--- src/rtl/pemstat_linc_bank.sv ---
// pemstat_linc_bank: bank of NCH statistics counters with multi-unit increments,
// wrap or saturate on overflow, clear-on-read host access and sticky carry flags.
module pemstat_linc_bank #(
    parameter int NCH = 8,
    parameter int CW  = 18,
    parameter int IW  = 14,
    parameter int DW  = 31,
    parameter int AW  = 5,
    parameter bit SAT = 1'b0,
    parameter bit COR = 1'b1,
    parameter int DLY = 1
) (
    input  logic              clk_i,
    input  logic              reset_i,
    input  logic [NCH-1:0]    inc_vld_i,
    input  logic [NCH*IW-1:0] inc_val_i,
    input  logic              wr_en_i,
    input  logic [AW-1:0]     wr_addr_i,
    input  logic [DW-1:0]     wr_data_i,
    input  logic              rd_en_i,
    input  logic [AW-1:0]     rd_addr_i,
    output logic [DW-1:0]     rd_data_o,
    output logic              rd_vld_o,
    input  logic [NCH-1:0]    carry_clr_i,
    output logic [NCH-1:0]    carry_o,
    output logic              carry_any_o
);
    if (NCH < 1 || NCH > 32 || CW < 1 || CW > DW || IW < 1 || IW > CW ||
        AW < $clog2(NCH) || DLY < 0) begin : g_bad_params
        $error("pemstat_linc_bank: illegal parameter set");
    end

    logic [CW-1:0]  cnt_q [NCH];
    logic [CW-1:0]  cnt_d [NCH];
    logic [CW:0]    sum [NCH];
    logic [NCH-1:0] carry_q, carry_d, wr_hit, rd_hit, ovf;
    logic [CW-1:0]  rd_sel;
    logic [DW-1:0]  rd_data_q, rd_data_d;
    logic           rd_vld_q, carry_any_q;
    logic           unused_wr_hi;

    assign unused_wr_hi = ^wr_data_i;

    always_comb begin
        wr_hit  = '0;
        rd_hit  = '0;
        ovf     = '0;
        sum     = '{default: '0};
        cnt_d   = cnt_q;
        carry_d = carry_q;
        rd_sel  = '0;
        for (int k = 0; k < NCH; k++) begin
            sum[k]     = {1'b0, cnt_q[k]} + (CW+1)'(inc_val_i[k*IW +: IW]);
            wr_hit[k]  = wr_en_i && wr_addr_i == AW'(k);
            rd_hit[k]  = COR && rd_en_i && rd_addr_i == AW'(k);
            // only a plain increment may overflow; loads and read-clears never set carry
            ovf[k]     = !wr_hit[k] && !rd_hit[k] && inc_vld_i[k] && sum[k][CW];
            cnt_d[k]   = wr_hit[k]       ? wr_data_i[CW-1:0] :
                         rd_hit[k]       ? (inc_vld_i[k] ? CW'(inc_val_i[k*IW +: IW]) : '0) :
                         !inc_vld_i[k]   ? cnt_q[k] :
                         (ovf[k] && SAT) ? '1 : sum[k][CW-1:0];
            carry_d[k] = !carry_clr_i[k] && (carry_q[k] || ovf[k]);
            rd_sel     = rd_addr_i == AW'(k) ? cnt_q[k] : rd_sel;
        end
        rd_data_d = rd_en_i ? DW'(rd_sel) : rd_data_q;
    end

    always_ff @(posedge clk_i or posedge reset_i) begin
        if (reset_i) begin
            for (int k = 0; k < NCH; k++) cnt_q[k] <= '0;
            carry_q     <= '0;
            carry_any_q <= 1'b0;
            rd_data_q   <= '0;
            rd_vld_q    <= 1'b0;
        end else begin
            cnt_q       <= cnt_d;
            carry_q     <= carry_d;
            carry_any_q <= |carry_q;
            rd_data_q   <= rd_data_d;
            rd_vld_q    <= rd_en_i;
        end
    end

    assign rd_data_o   = rd_data_q;
    assign rd_vld_o    = rd_vld_q;
    assign carry_o     = carry_q;
    assign carry_any_o = carry_any_q;
endmodule

--- config.mk ---
export PLATFORM = sky130hd
export DESIGN_NAME = pemstat_linc_bank
export DESIGN_NICKNAME = d
export VERILOG_FILES = /design/src/rtl/pemstat_linc_bank.sv
export SDC_FILE = /design/constraint.sdc
export NUM_CORES = 1
export LEC_CHECK = 0
export CORE_MARGIN = 3
export CORE_UTILIZATION = 30
export CTS_BUF_LIST = sky130_fd_sc_hd__clkbuf_4 sky130_fd_sc_hd__clkbuf_8
export CTS_CLUSTER_DIAMETER = 50
export DETAILED_ROUTE_END_ITERATION = 12
export PLACE_DENSITY = 0.53
export SETUP_SLACK_MARGIN = 0.4
export SYNTH_ARGS = -nofsm -noshare
export SYNTH_HDL_FRONTEND = slang
export SYNTH_SLANG_ARGS = --single-unit
--- constraint.sdc ---
create_clock -name clk_i -period 5.4 [get_ports clk_i]
set_input_delay 1.08 -clock clk_i [delete_from_list [all_inputs] [get_ports clk_i]]
set_output_delay 1.08 -clock clk_i [all_outputs]
set_load 0.02 [all_outputs]
==> flow_metrics.env <==
export IMPL_status="complete, no violations"
export IMPL_synth_compound_area_share_pct=30.7
export IMPL_yosysWarnings=0
export IMPL_clkSinkCount=172
export IMPL_slew_violations=0
export IMPL_r2r_cells=9
export IMPL_synth_top_family_by_area="compound AO/OA/AOI/OAI gates"
export IMPL_endpoint_kind="register"
export IMPL_required_ns=5.82
export IMPL_num_rows=82
export IMPL_layout_commonest_cell="nor2_1"
export IMPL_grt_busiest_layer="met2"
export IMPL_grt_max_degree=86
export IMPL_p_per_area_nw_per_um2=470
export IMPL_fp_dieW_um=233
export IMPL_clk_path_buf_depth=2
export IMPL_grtUsageMet1_pct=31.9
export IMPL_cp_data_arrival_time_ns=3.98
export IMPL_post_dp_hpwl_mm=47.8
export IMPL_antenna_found_initial=4
export IMPL_comb_power_share_pct=58.9
export IMPL_pwr_share_seq_pct=29.2
export IMPL_start_kind="input pin"
export IMPL_mostFrequentLayoutCells="253 x nor2_1, 222 x nand2_1, 186 x clkdlybuf4s50_1"
export IMPL_wl_per_cell_um=22.9
export IMPL_power_switching_uw=3990
export IMPL_grt_pass1_vias=15308
export IMPL_hold_violations=0
export IMPL_clk_pin_slew_ns=0.10
export IMPL_grt_use_total_pct=23.0
export IMPL_synth_edff_count=0
export IMPL_fin_util_pct=36.3
export IMPL_die_h_um=233
export IMPL_clock_skew_ns=0.0246
export IMPL_cts_resized=0
export IMPL_clock_latency_ns=0.52
export IMPL_yosysTopAreaCellShare_pct=27.9
export IMPL_postCtsSetupRepairBufs=0
export IMPL_hold_path_class="register to register"
export IMPL_maxCapViolCount=0
export IMPL_yosysSeqAreaShare_pct=27.9
export IMPL_area_growth_pct=18.7
export IMPL_grt_overflow=0
export IMPL_grtUsageMet3_pct=3.94
export IMPL_synthMuxAreaShare_pct=1.94
export IMPL_synth_cell_types=90
export IMPL_critPathKind="input pin to register"
export IMPL_ctsHtreeMaxLevel=4
export IMPL_tns_ns=0
export IMPL_drtIter0Drc=1653
export IMPL_vias=16180
export IMPL_clockPowerShare_pct=11.9
export IMPL_drc_errors=0
export IMPL_nets=2383
export IMPL_avgSynthCellArea_um2=7.86
export IMPL_synth_top_cell_by_area="dfrtp_1"
export IMPL_root_buffer="clkbuf_8"
export IMPL_die_area_um2=54200
export IMPL_ir_drop_mv=0.155
export IMPL_swShare_pct=46.3
export IMPL_io_pins=214
export IMPL_relSlewSlack_pct=17.2
export IMPL_synth_xor_area_share_pct=4.88
export IMPL_internal_power_uw=4620
export IMPL_synth_simple_area_share_pct=20.2
export IMPL_core_um2=50500
export IMPL_port_buffers=187
export IMPL_synthCells=1963
export IMPL_globalplace_congestion=0.920
export IMPL_viasPerCell=5.83
export IMPL_yosys_area_share_adder_pct=10.1
export IMPL_drive_above_1_share_pct=5.00
export IMPL_ant_nets=0
export IMPL_synth_async_reset_ratio_pct=100
export IMPL_cts_tree="yes"
export IMPL_cts_hold_repair_buffers=0
export IMPL_grt_setup_unrepaired="no"
export IMPL_grt_pass1_wl_mm=95.0
export IMPL_setup_ws_ns=1.83
export IMPL_period_needed_ns=3.57
export IMPL_firstDrtPassIters=6
export IMPL_worst_pin_slew_ns=1.23
export IMPL_start_util_pct=30.6
export IMPL_max_freq_ghz=0.280
export IMPL_setup_violations=0
export IMPL_cts_buffers=17
export IMPL_synth_main_ff_cell="dfrtp_1"
export IMPL_cp_max_fo=21
export IMPL_place_ws_ns=1.33
export IMPL_holdPathStages=2
export IMPL_synthTopCellsByArea="dfrtp_1 28%, ha_1 9.1%, nor2_1 6.2%"
export IMPL_global_route_usage_met2_pct=37.0
export IMPL_fin_crit_sh_pct=66.0
export IMPL_synth_ff_latch_count=172
export IMPL_netlist_area_um2=15400
export IMPL_drt_wl_total_mm=63.6
export IMPL_power_leakage_uw=0.00748
worst paths after layout:
path,from,end,slack [ns]
hold reg to reg,rd_data_o[0]$_DFFE_PP0P_,rd_data_o[0]$_DFFE_PP0P_,0.53
hold / removal,rd_data_o[0]$_DFFE_PP0P_,rd_data_o[0]$_DFFE_PP0P_,0.53
setup / recovery,rd_addr_i[0],cnt_q[102]$_DFFE_PP0P_,1.83
max in group asynchronous,reset_i,cnt_q[104]$_DFFE_PP0P_,3.26
setup reg to reg,cnt_q[0]$_DFFE_PP0P_,cnt_q[16]$_DFFE_PP0P_,2.47
min in group asynchronous,reset_i,cnt_q[2]$_DFFE_PP0P_,1.06
power groups by stage:
stage	logic (µW)	registers (µW)	clock network, µW
2_1_floorplan	3900	2250	0
3_3_place_gp	4910	2530	0
3_5_place_dp	4990	2530	0
4_1_cts	5020	2510	1040
5_1_grt	5680	2570	1100
6_report	5070	2510	1020
synthesized netlist by cell type (14+ instances only):
| cell | number |
|---|---|
| nor2_1 | 253 |
| nand2_1 | 222 |
| a21oi_1 | 176 |
| dfrtp_1 | 172 |
| o21ai_0 | 125 |
| ha_1 | 112 |
| a221oi_1 | 80 |
| clkbuf_1 | 77 |
| xnor2_1 | 48 |
| a31oi_1 | 45 |
| nor3_1 | 38 |
| xor2_1 | 38 |
| nand3_1 | 37 |
| o21a_1 | 37 |
| inv_1 | 31 |
| a22oi_1 | 30 |
| o21ai_1 | 30 |
| a21o_1 | 28 |
| a211oi_1 | 26 |
| buf_2 | 22 |
| mux2i_1 | 22 |
| o21bai_1 | 20 |
| o22ai_1 | 19 |
| o211ai_1 | 16 |
| or3_1 | 16 |
| and3_1 | 15 |
| nand2b_1 | 15 |
| o31ai_1 | 15 |
| buf_4 | 14 |
final cells by class:
class                      count  area (µm²)
inverter                      31         120
multi-input combinational   1649       10500
tap                          672         841
antenna                        1        2.50
clock buffer                  20         269
sequential                   172        4300
clock inverter                11         144
fill                        5323       32200
timing repair buffer         219        2120
sequential cells by signal, summed over array words and instances, names as in the netlist:
name         count
rd_vld_o         1
rd_data_o       18
carry_o          8
cnt_q          144
carry_any_o      1
cell families after synthesis:
family	Yosys count
AOI/OAI and AO/OA	716
and+or+nand+nor	686
DFF	172
buffers and inverters	154
adders and majority gates	120
xor gates and xnor gates	86
muxes	28
other	1
through the flow:
step | hold slack [ns] | total power (µW) | instances | area (µm²)
floorplan | 0.511 | 6150 | 1975 | 15500
global placement | 0.503 | 7440 | 2743 | 17900
detailed placement | 0.509 | 7520 | 2743 | 17900
CTS | 0.535 | 8570 | 2774 | 18300
global route | 0.547 | 9350 | 2775 | 18300
finish | 0.529 | 8600 | 2775 | 18300
layer usage:
metal / vias up / routed length, µm
met2: 621 / 29000
met1: 7934 / 28900
met3: 78 / 4180
li1: 7541 / -
met4: 6 / 1530
met5: - / 45
worst max-delay path: stages:
cell and delay [ns]:
clkdlybuf4s50_1 0.84, buf_4 0.32, nand2b_1 0.22, nor2_1 0.08, buf_4 0.21, nor2_1 0.67
a21oi_1 0.15, o21a_1 0.14, o31ai_1 0.24
Power figures use the tool's default switching activity.
